File: src/rtl/addsub_prefix_pipe_if.sv
// Operand/result handshake bundle for addsub_prefix_pipe.
// master = producer/consumer side, slave = the adder pipeline.
interface addsub_prefix_pipe_if #(
  parameter int unsigned WIDTH = 16
);
  logic             in_valid;
  logic             in_ready;
  logic [WIDTH-1:0] a;
  logic [WIDTH-1:0] b;
  logic             op;
  logic             out_valid;
  logic             out_ready;
  logic [WIDTH-1:0] s;
  logic             cout;
  logic             ovf;
  logic             zero;

  modport master (
    output in_valid, a, b, op, out_ready,
    input  in_ready, out_valid, s, cout, ovf, zero
  );

  modport slave (
    input  in_valid, a, b, op, out_ready,
    output in_ready, out_valid, s, cout, ovf, zero
  );
endinterface

File: src/rtl/addsub_prefix_pipe.sv
// Pipelined Kogge-Stone add/subtract with valid/ready flow control.
// Define ADDSUB_PREFIX_SAT_EN to saturate s on signed overflow.
module addsub_prefix_pipe #(
  parameter int unsigned WIDTH  = 16,
  parameter int unsigned STAGES = 2
) (
  input logic                clk,
  input logic                reset_n,
  addsub_prefix_pipe_if.slave bus
);
  localparam int unsigned Levels = $clog2(WIDTH);

  logic             cin;
  logic [WIDTH-1:0] b_eff;
  logic [WIDTH-1:0] sum;
  logic [WIDTH-1:0] res;
  logic             sum_cout;
  logic             sum_ovf;
  logic             res_zero;

  assign cin   = bus.op;
  assign b_eff = bus.op ? ~bus.b : bus.b;

  // Carry-in is folded into bit 0's generate so the prefix tree yields carries directly.
  for (genvar l = 0; l <= Levels; l++) begin : g_level
    logic [WIDTH-1:0] gg;
    logic [WIDTH-1:0] pp;
    if (l == 0) begin : g_init
      assign pp = bus.a ^ b_eff;
      assign gg = (bus.a & b_eff) | {{(WIDTH-1){1'b0}}, pp[0] & cin};
    end else begin : g_comb
      localparam int unsigned Dist = 1 << (l - 1);
      assign gg = g_level[l-1].gg |
                  (g_level[l-1].pp & {g_level[l-1].gg[WIDTH-1-Dist:0], {Dist{1'b0}}});
      assign pp = g_level[l-1].pp & {g_level[l-1].pp[WIDTH-1-Dist:0], {Dist{1'b1}}};
    end
  end

  assign sum      = g_level[0].pp ^ {g_level[Levels].gg[WIDTH-2:0], cin};
  assign sum_cout = g_level[Levels].gg[WIDTH-1];
  assign sum_ovf  = (bus.a[WIDTH-1] == b_eff[WIDTH-1]) && (sum[WIDTH-1] != bus.a[WIDTH-1]);

`ifdef ADDSUB_PREFIX_SAT_EN
  always_comb begin
    res = sum;
    if (sum_ovf) begin
      res = bus.a[WIDTH-1] ? {1'b1, {(WIDTH-1){1'b0}}} : {1'b0, {(WIDTH-1){1'b1}}};
    end
  end
`else
  assign res = sum;
`endif

  assign res_zero = (res == '0);

  logic [STAGES-1:0]            vld_q, vld_d;
  logic [STAGES-1:0][WIDTH-1:0] s_q, s_d;
  logic [STAGES-1:0]            cout_q, cout_d;
  logic [STAGES-1:0]            ovf_q, ovf_d;
  logic [STAGES-1:0]            zero_q, zero_d;
  logic                         advance;

  // Reset empties the pipe, so in_ready reads high while reset is held.
  assign advance      = !vld_q[STAGES-1] || bus.out_ready || !reset_n;
  assign bus.in_ready = advance;

  // Data registers only load behind a valid bit; bubbles leave them untouched.
  for (genvar k = 0; k < STAGES; k++) begin : g_stage
    if (k == 0) begin : g_head
      assign vld_d[0]  = bus.in_valid;
      assign s_d[0]    = bus.in_valid ? res      : s_q[0];
      assign cout_d[0] = bus.in_valid ? sum_cout : cout_q[0];
      assign ovf_d[0]  = bus.in_valid ? sum_ovf  : ovf_q[0];
      assign zero_d[0] = bus.in_valid ? res_zero : zero_q[0];
    end else begin : g_tail
      assign vld_d[k]  = vld_q[k-1];
      assign s_d[k]    = vld_q[k-1] ? s_q[k-1]    : s_q[k];
      assign cout_d[k] = vld_q[k-1] ? cout_q[k-1] : cout_q[k];
      assign ovf_d[k]  = vld_q[k-1] ? ovf_q[k-1]  : ovf_q[k];
      assign zero_d[k] = vld_q[k-1] ? zero_q[k-1] : zero_q[k];
    end
  end

  always_ff @(posedge clk) begin
    if (!reset_n) begin
      vld_q  <= '0;
      s_q    <= '0;
      cout_q <= '0;
      ovf_q  <= '0;
      zero_q <= '0;
    end else if (advance) begin
      vld_q  <= vld_d;
      s_q    <= s_d;
      cout_q <= cout_d;
      ovf_q  <= ovf_d;
      zero_q <= zero_d;
    end
  end

  assign bus.out_valid = vld_q[STAGES-1];
  assign bus.s         = s_q[STAGES-1];
  assign bus.cout      = cout_q[STAGES-1];
  assign bus.ovf       = ovf_q[STAGES-1];
  assign bus.zero      = zero_q[STAGES-1];
endmodule

File: src/flat_wrapper.sv
// flat-port wrapper written by rule: the top's interface ports become plain ports
module addsub_prefix_pipe_flat 
#(
  parameter int unsigned WIDTH  = 16,
  parameter int unsigned STAGES = 2
)
  (clk, reset_n, bus_in_valid, bus_a, bus_b, bus_op, bus_out_ready, bus_in_ready, bus_out_valid, bus_s, bus_cout, bus_ovf, bus_zero);
  addsub_prefix_pipe_if #(.WIDTH(WIDTH)) bus_i ();
  input logic clk;
  input logic reset_n;
  input wire logic [$bits(bus_i.in_valid)-1:0] bus_in_valid;
  input wire logic [$bits(bus_i.a)-1:0] bus_a;
  input wire logic [$bits(bus_i.b)-1:0] bus_b;
  input wire logic [$bits(bus_i.op)-1:0] bus_op;
  input wire logic [$bits(bus_i.out_ready)-1:0] bus_out_ready;
  output wire logic [$bits(bus_i.in_ready)-1:0] bus_in_ready;
  output wire logic [$bits(bus_i.out_valid)-1:0] bus_out_valid;
  output wire logic [$bits(bus_i.s)-1:0] bus_s;
  output wire logic [$bits(bus_i.cout)-1:0] bus_cout;
  output wire logic [$bits(bus_i.ovf)-1:0] bus_ovf;
  output wire logic [$bits(bus_i.zero)-1:0] bus_zero;
  assign bus_i.in_valid = bus_in_valid;
  assign bus_i.a = bus_a;
  assign bus_i.b = bus_b;
  assign bus_i.op = bus_op;
  assign bus_i.out_ready = bus_out_ready;
  assign bus_in_ready = bus_i.in_ready;
  assign bus_out_valid = bus_i.out_valid;
  assign bus_s = bus_i.s;
  assign bus_cout = bus_i.cout;
  assign bus_ovf = bus_i.ovf;
  assign bus_zero = bus_i.zero;
  addsub_prefix_pipe #(.WIDTH(WIDTH), .STAGES(STAGES)) u_core (.clk(clk), .reset_n(reset_n), .bus(bus_i));
endmodule
File: config.mk
export PLATFORM = sky130hd
export DESIGN_NAME = addsub_prefix_pipe_flat
export DESIGN_NICKNAME = d
export VERILOG_FILES = /design/src/rtl/addsub_prefix_pipe_if.sv /design/src/rtl/addsub_prefix_pipe.sv /design/src/flat_wrapper.sv
export SDC_FILE = /design/constraint.sdc
export NUM_CORES = 1
export LEC_CHECK = 0
export CAP_MARGIN = 15
export CORE_AREA = 2 2 80 82
export CTS_BUF_LIST = sky130_fd_sc_hd__clkbuf_8
export DETAILED_ROUTE_END_ITERATION = 12
export DIE_AREA = 0 0 82 84
export GPL_TIMING_DRIVEN = 0
export PLACE_DENSITY = 0.66
export SLEW_MARGIN = 30
export SYNTH_ARGS = -nofsm -noshare
export SYNTH_HDL_FRONTEND = slang
export SYNTH_SLANG_ARGS = --single-unit
File: constraint.sdc
create_clock -name clk -period 9.5 [get_ports clk]
set_clock_uncertainty 0.2 [all_clocks]
set_input_delay 1.9 -clock clk [delete_from_list [all_inputs] [get_ports clk]]
set_output_delay 1.9 -clock clk [all_outputs]
set_load 0.02 [all_outputs]
# After elaboration in Yosys (flattened, before gate mapping)
# Cells that the tools add are included.
word_totals:
  register_bits: 40
  in_bits: 37
  output_inout_bits: 21
op_classes:
  eq_ne: 2
  n_mux: 1
  bitwise_logic: 17
  reduce_logical: 8
ops:
  columns: ["operator", "count"]
  rows:
  - ["bitwise AND 16 bit", 8]
  - ["bitwise OR 16 bit", 4]
  - ["XOR 16 bit", 2]
  - ["logical NOT 16 bit", 1]
  - ["two-way mux 16 bit", 1]
  - ["NOT 16 bit", 1]
  - ["bitwise OR 16 x 1 -> 16 bit", 1]
  - ["AND reduction 2 bit", 2]
  - ["logical NOT 1 bit", 2]
  - ["logical OR 1 bit", 2]
  - ["bitwise AND 1 bit", 1]
  - ["equality test 1 bit", 1]
  - ["logical AND 1 bit", 1]
  - ["!= test 1 bit", 1]

# Depth between registers and ports, before layout
# Gate-level depths: netlist (run 1).
depth:
  depth_word: 16
  mapped_depth: 12
  mapped_depth_nobuf: 10

# Worst setup path after synthesis (run 1)
# No wires, ideal clock.
synth_timing:
  path_kind: "in2reg"
  from: "input port bus_op"
  to: "register u_core.zero_q[0]"
  arrival_time_ns: 4.306
  required_time_ns: 9.216
  setup_slack_ns: 4.910
  path_stages: 12
  path_buffers: 2
  path_cell_list: "buf_6 -> clkbuf_1 -> xor2_1 -> ha_1 -> a211oi_1 -> o21ai_1 -> a41o_1 -> a21o_1 -> a21oi_1 -> xor2_1 -> nand4_1 -> o31ai_2"
synth_between:
  elab_chain_len: 13
  elab_cells_between_ends: 18
  classes_between: "mux: 1; bitwise: 16; reduce/logical: 1"
synth_rtl:
  columns: ["item", "line", "source"]
  rows:
  - ["from (decl)", "flat_wrapper.sv:14", "input wire logic [$bits(bus_i.op)-1:0] bus_op;"]
  - ["two-way mux 16 bit", "addsub_prefix_pipe.sv:22", "assign b_eff = bus.op ? ~bus.b : bus.b;"]
  - ["XOR 16 bit", "addsub_prefix_pipe.sv:29", "assign pp = bus.a ^ b_eff;"]
  - ["bitwise AND 1 bit", "addsub_prefix_pipe.sv:30", "assign gg = (bus.a & b_eff) | {{(WIDTH-1){1'b0}}, pp[0] & cin};"]
  - ["bitwise OR 16 x 1 -> 16 bit", "addsub_prefix_pipe.sv:30", null]
  - ["bitwise AND 16 bit or bitwise OR 16 bit (tied branches)", "addsub_prefix_pipe.sv:34, addsub_prefix_pipe.sv:33", null]
  - ["bitwise OR 16 bit or bitwise AND 16 bit (tied branches)", "addsub_prefix_pipe.sv:33, addsub_prefix_pipe.sv:34", null]
  - ["bitwise AND 16 bit or bitwise OR 16 bit (tied branches)", "addsub_prefix_pipe.sv:34, addsub_prefix_pipe.sv:33", null]
  - ["bitwise OR 16 bit or bitwise AND 16 bit (tied branches)", "addsub_prefix_pipe.sv:33, addsub_prefix_pipe.sv:34", null]
  - ["bitwise AND 16 bit or bitwise OR 16 bit (tied branches)", "addsub_prefix_pipe.sv:34, addsub_prefix_pipe.sv:33", null]
  - ["bitwise OR 16 bit or bitwise AND 16 bit (tied branches)", "addsub_prefix_pipe.sv:33, addsub_prefix_pipe.sv:34", null]
  - ["bitwise OR 16 bit", "addsub_prefix_pipe.sv:33", "assign gg = g_level[l-1].gg |"]
  - ["XOR 16 bit (*)", "addsub_prefix_pipe.sv:39", "assign sum = g_level[0].pp ^ {g_level[Levels].gg[WIDTH-2:0], cin};"]
  - ["logical NOT 16 bit (*)", "addsub_prefix_pipe.sv:54", "assign res_zero = (res == '0);"]
  - ["to (signal assigned)", "addsub_prefix_pipe.sv:96", "zero_q <= zero_d;"]
  - ["to (decl)", "addsub_prefix_pipe.sv:60", "logic [STAGES-1:0] zero_q, zero_d;"]
# Mark *: on every way between the ends. The rest lies on a longest branch, timed or not.
# A chain may end at the register's enable or synchronous reset.

# Worst setup path in the final report (run 1)
layout_timing:
  from: "input port reset_n"
  to: "output port bus_in_ready"
layout_between:
  elab_chain_len: 2
layout_rtl:
  columns: ["item", "line", "source"]
  rows:
  - ["from (decl)", "flat_wrapper.sv:10", "input logic reset_n;"]
  - ["logical NOT 1 bit", "addsub_prefix_pipe.sv:64", "assign advance = !vld_q[STAGES-1] || bus.out_ready || !reset_n;"]
  - ["logical OR 1 bit", "addsub_prefix_pipe.sv:64", null]
  - ["to (decl)", "flat_wrapper.sv:16", "output wire logic [$bits(bus_i.in_ready)-1:0] bus_in_ready;"]
# No other way between the ends.

==> results.toml, run 1 <==
[power_and_ir_drop]
max-vdd-ir-drop_mv = 0.0851
power_mw = 0.486
p_per_area_nw_per_um2 = 153
power_leakage_nw = 1.27

[global_routing]
grt_first_pass_wirelength_mm = 8.22
grt_util_all_layers = 0.148
grt_max_degree = 13
grt_pass1_vias = 1943
antenna_found_initial = 0
overflow = 0

[floorplanning]
io_pins = 58
num_rows = 29
die_w_um = 82
core_area_um2 = 6100
start_util = 0.393
die_y_um = 84
die_area_um2 = 6890

[yosys]
synth.largest_area_cell = "dfxtp_1"
syn_area_um2 = 2390
ys_seq_elements = 40
synthesis.nets = 355
synth_edf_count = 0
async_flop_share = 0
ys_top_cells_by_area = "dfxtp_1, nand2_1, a21oi_1"
synth_ff_type = "dfxtp_1"
ys_seq_area_frac = 0.334
syn_avg_cell_area_um2 = 7.96
syn_inst = 301
yosys_warnings = 0
synth.distinct_cells = 40
synth_top_cell_area_share = 0.334

[place]
port_buffers = 56
dpl_cell_area_um2 = 3050
dp_cells = 434
place_ws_ns = 4.07
routabilityCongestion = 0.832
dp_hpwl_mm = 4.05

[route]
wl_mm = 4.93
drc = 0
via_count = 2135
wl_per_cell_um = 11.2
drtAntennaViolNets = 0
vias_per_cell = 4.83
dr.first_iter.drc_count = 59
firstDrtPassIters = 6

[clock_tree]
holdBufCountCts = 0
clockBufferDepth = 2
cts_buffers = 5
htree_levels = 2
numClockSinks = 40
cts.clk_slew.worst_paths_ns = 0.07
clk_latency_ns = 0.29
root_buffer = "clkbuf_8"
ctsResizeCount = 0
post-cts-setup-buffer-count = 0
cts_tree = "done"

[job]
cap_viol_max_count = 0

[worst_setup_path]
worst-path-max-fanout = 6
arrival_ns = 3.33
crit_type = "primary input to output port"
required_ns = 7.40
critPathSlowestCell = "clkdlybuf4s50_1"
end_kind = "output port"
crit_chain = "clkdlybuf4s50_1 -> nand3b_1 -> clkdlybuf4s50_1"
rrSetupSlack_ns = 7.53
critPathMaxStageDelay_ns = 0.65
startpoint_type = "primary input"
cpMostUsedCell = "clkdlybuf4s50_1"

[cells_and_area]
fin_area_um2 = 3180
multiInputGateArea_um2 = 1410
seq_area_um2 = 801
instances_no_fill = 442
fillCellCount = 618
n_antenna_cell = 0
drive_above_1_share = 0.0795
syn2layout_area_growth_pct = 32.7
final_net_count = 418
mostFrequentLayoutCells = "nand2_1, clkdlybuf4s50_1, a21oi_1, dfxtp_1, nor2_1"
utilization = 0.521

[sta]
max_freq_mhz = 184
relSlewSlack = 0.557
drv_slew = 0
hold_viol = 0
setup_ws_ns = 4.07
tightest_slew_ns = 0.664
report.final.setup_viol = 0
rsz0062_at_grt = "false"
holdWs_ns = 0.255
period_needed_ns = 5.43
setup-tns-final_ns = 0
finalCritPeriodShare = 0.572

[worst_hold_path]
hold_class = "flip-flop to flip-flop"

[status]
outcome = "finished clean"
final cells by class:
cell class                      count  area share
Multi-Input combinational cell    231       0.445
Timing Repair Buffer               56       0.176
Sequential cell                    40       0.252
Buffer                             27      0.0531
Tap cell                           77      0.0303
Inverter                            3     0.00354
Clock buffer                        7      0.0303
Clock inverter                      1     0.00945
critical path: cells and delay by family:
family | cells | cell delay [ns]
and+or+nand+nor | 1 | 0.27
buffers and inverters | 2 | 1.16
synth_stat cells, drive strengths merged, types with 2 or more instances:
cell type,count
nor3,4
nand4,2
inv,3
a21o,7
xor2,22
dfxtp,40
nand3b,2
nand3,4
a21boi,2
and2,6
mux2i,2
a31oi,3
buf,19
nand2,56
xnor2,9
ha,16
nor2,27
o211ai,3
a21oi,42
a211oi,2
clkbuf,8
o21ai,10
logic make-up after synthesis:
kind of cell | share of synthesized area
flip-flops | 0.334
adder cells (fa/ha/maj) | 0.0920
AND/OR/NAND/NOR | 0.185
XOR/XNOR | 0.113
buffers and inverters | 0.0752
AO/OA/AOI/OAI | 0.185
multiplexers | 0.0146
per-layer routing:
metal | global-route usage | vias up | wire, µm
met1 | 0.183 | 950 | 2320
met5 | 0 | - | 0
li1 | - | 1135 | -
met4 | 0.0364 | 0 | 58
met3 | 0.0260 | 5 | 181
met2 | 0.261 | 45 | 2370
final timing paths:
path                        start  depth (start not counted)               end
setup / recovery          reset_n                          3      bus_in_ready
hold / removal    u_core.bus.s[8]                          2   u_core.bus.s[8]
hold reg to reg   u_core.bus.s[8]                          2   u_core.bus.s[8]
setup reg to reg  u_core.vld_q[1]                          8  u_core.zero_q[0]
state kept, by name (all words and copies together) (netlist names):
signal and flops:
u_core.s_q 16, u_core.ovf_q 2, u_core.cout_q 2, u_core.vld_q 2, u_core.bus.s 16, u_core.zero_q 2
report_power, final:
| group | switching (mW) | leakage (nW) | internal (mW) | total [mW] |
|---|---|---|---|---|
| Sequential | 0.00698 | 0.327 | 0.181 | 0.188 |
| Combinational | 0.0787 | 0.882 | 0.0702 | 0.149 |
| Clock | 0.0569 | 0.0645 | 0.0927 | 0.150 |
| Total | 0.143 | 1.27 | 0.344 | 0.486 |
No activity file was read; power rests on OpenSTA's default activity.
==> inputs of run 2 (changes only) <==
==> constraint.sdc (replaced) <==
create_clock -name clk -period 5 [get_ports clk]
set_clock_uncertainty 0.2 [all_clocks]
set_input_delay 1 -clock clk [delete_from_list [all_inputs] [get_ports clk]]
set_output_delay 1 -clock clk [all_outputs]
set_load 0.02 [all_outputs]
==> results of run 2 <==
Same layout as run 1 (identical final DEF). Status: finished clean.
Among the figures that moved: setup slack after placement 4.07 ns -> 0.761 ns; clock-pin slew on the worst setup and hold paths 0.07 ns -> 0.08 ns; setup slack after layout 4.07 ns -> 1.06 ns; start point of the critical path reset_n -> bus_b[0]; end point of the critical path bus_in_ready -> u_core.s_q[12]; register-to-register setup slack 7.53 ns -> 3.03 ns; total power 0.486 mW -> 0.924 mW; worst IR drop on VDD 0.0851 mV -> 0.162 mV
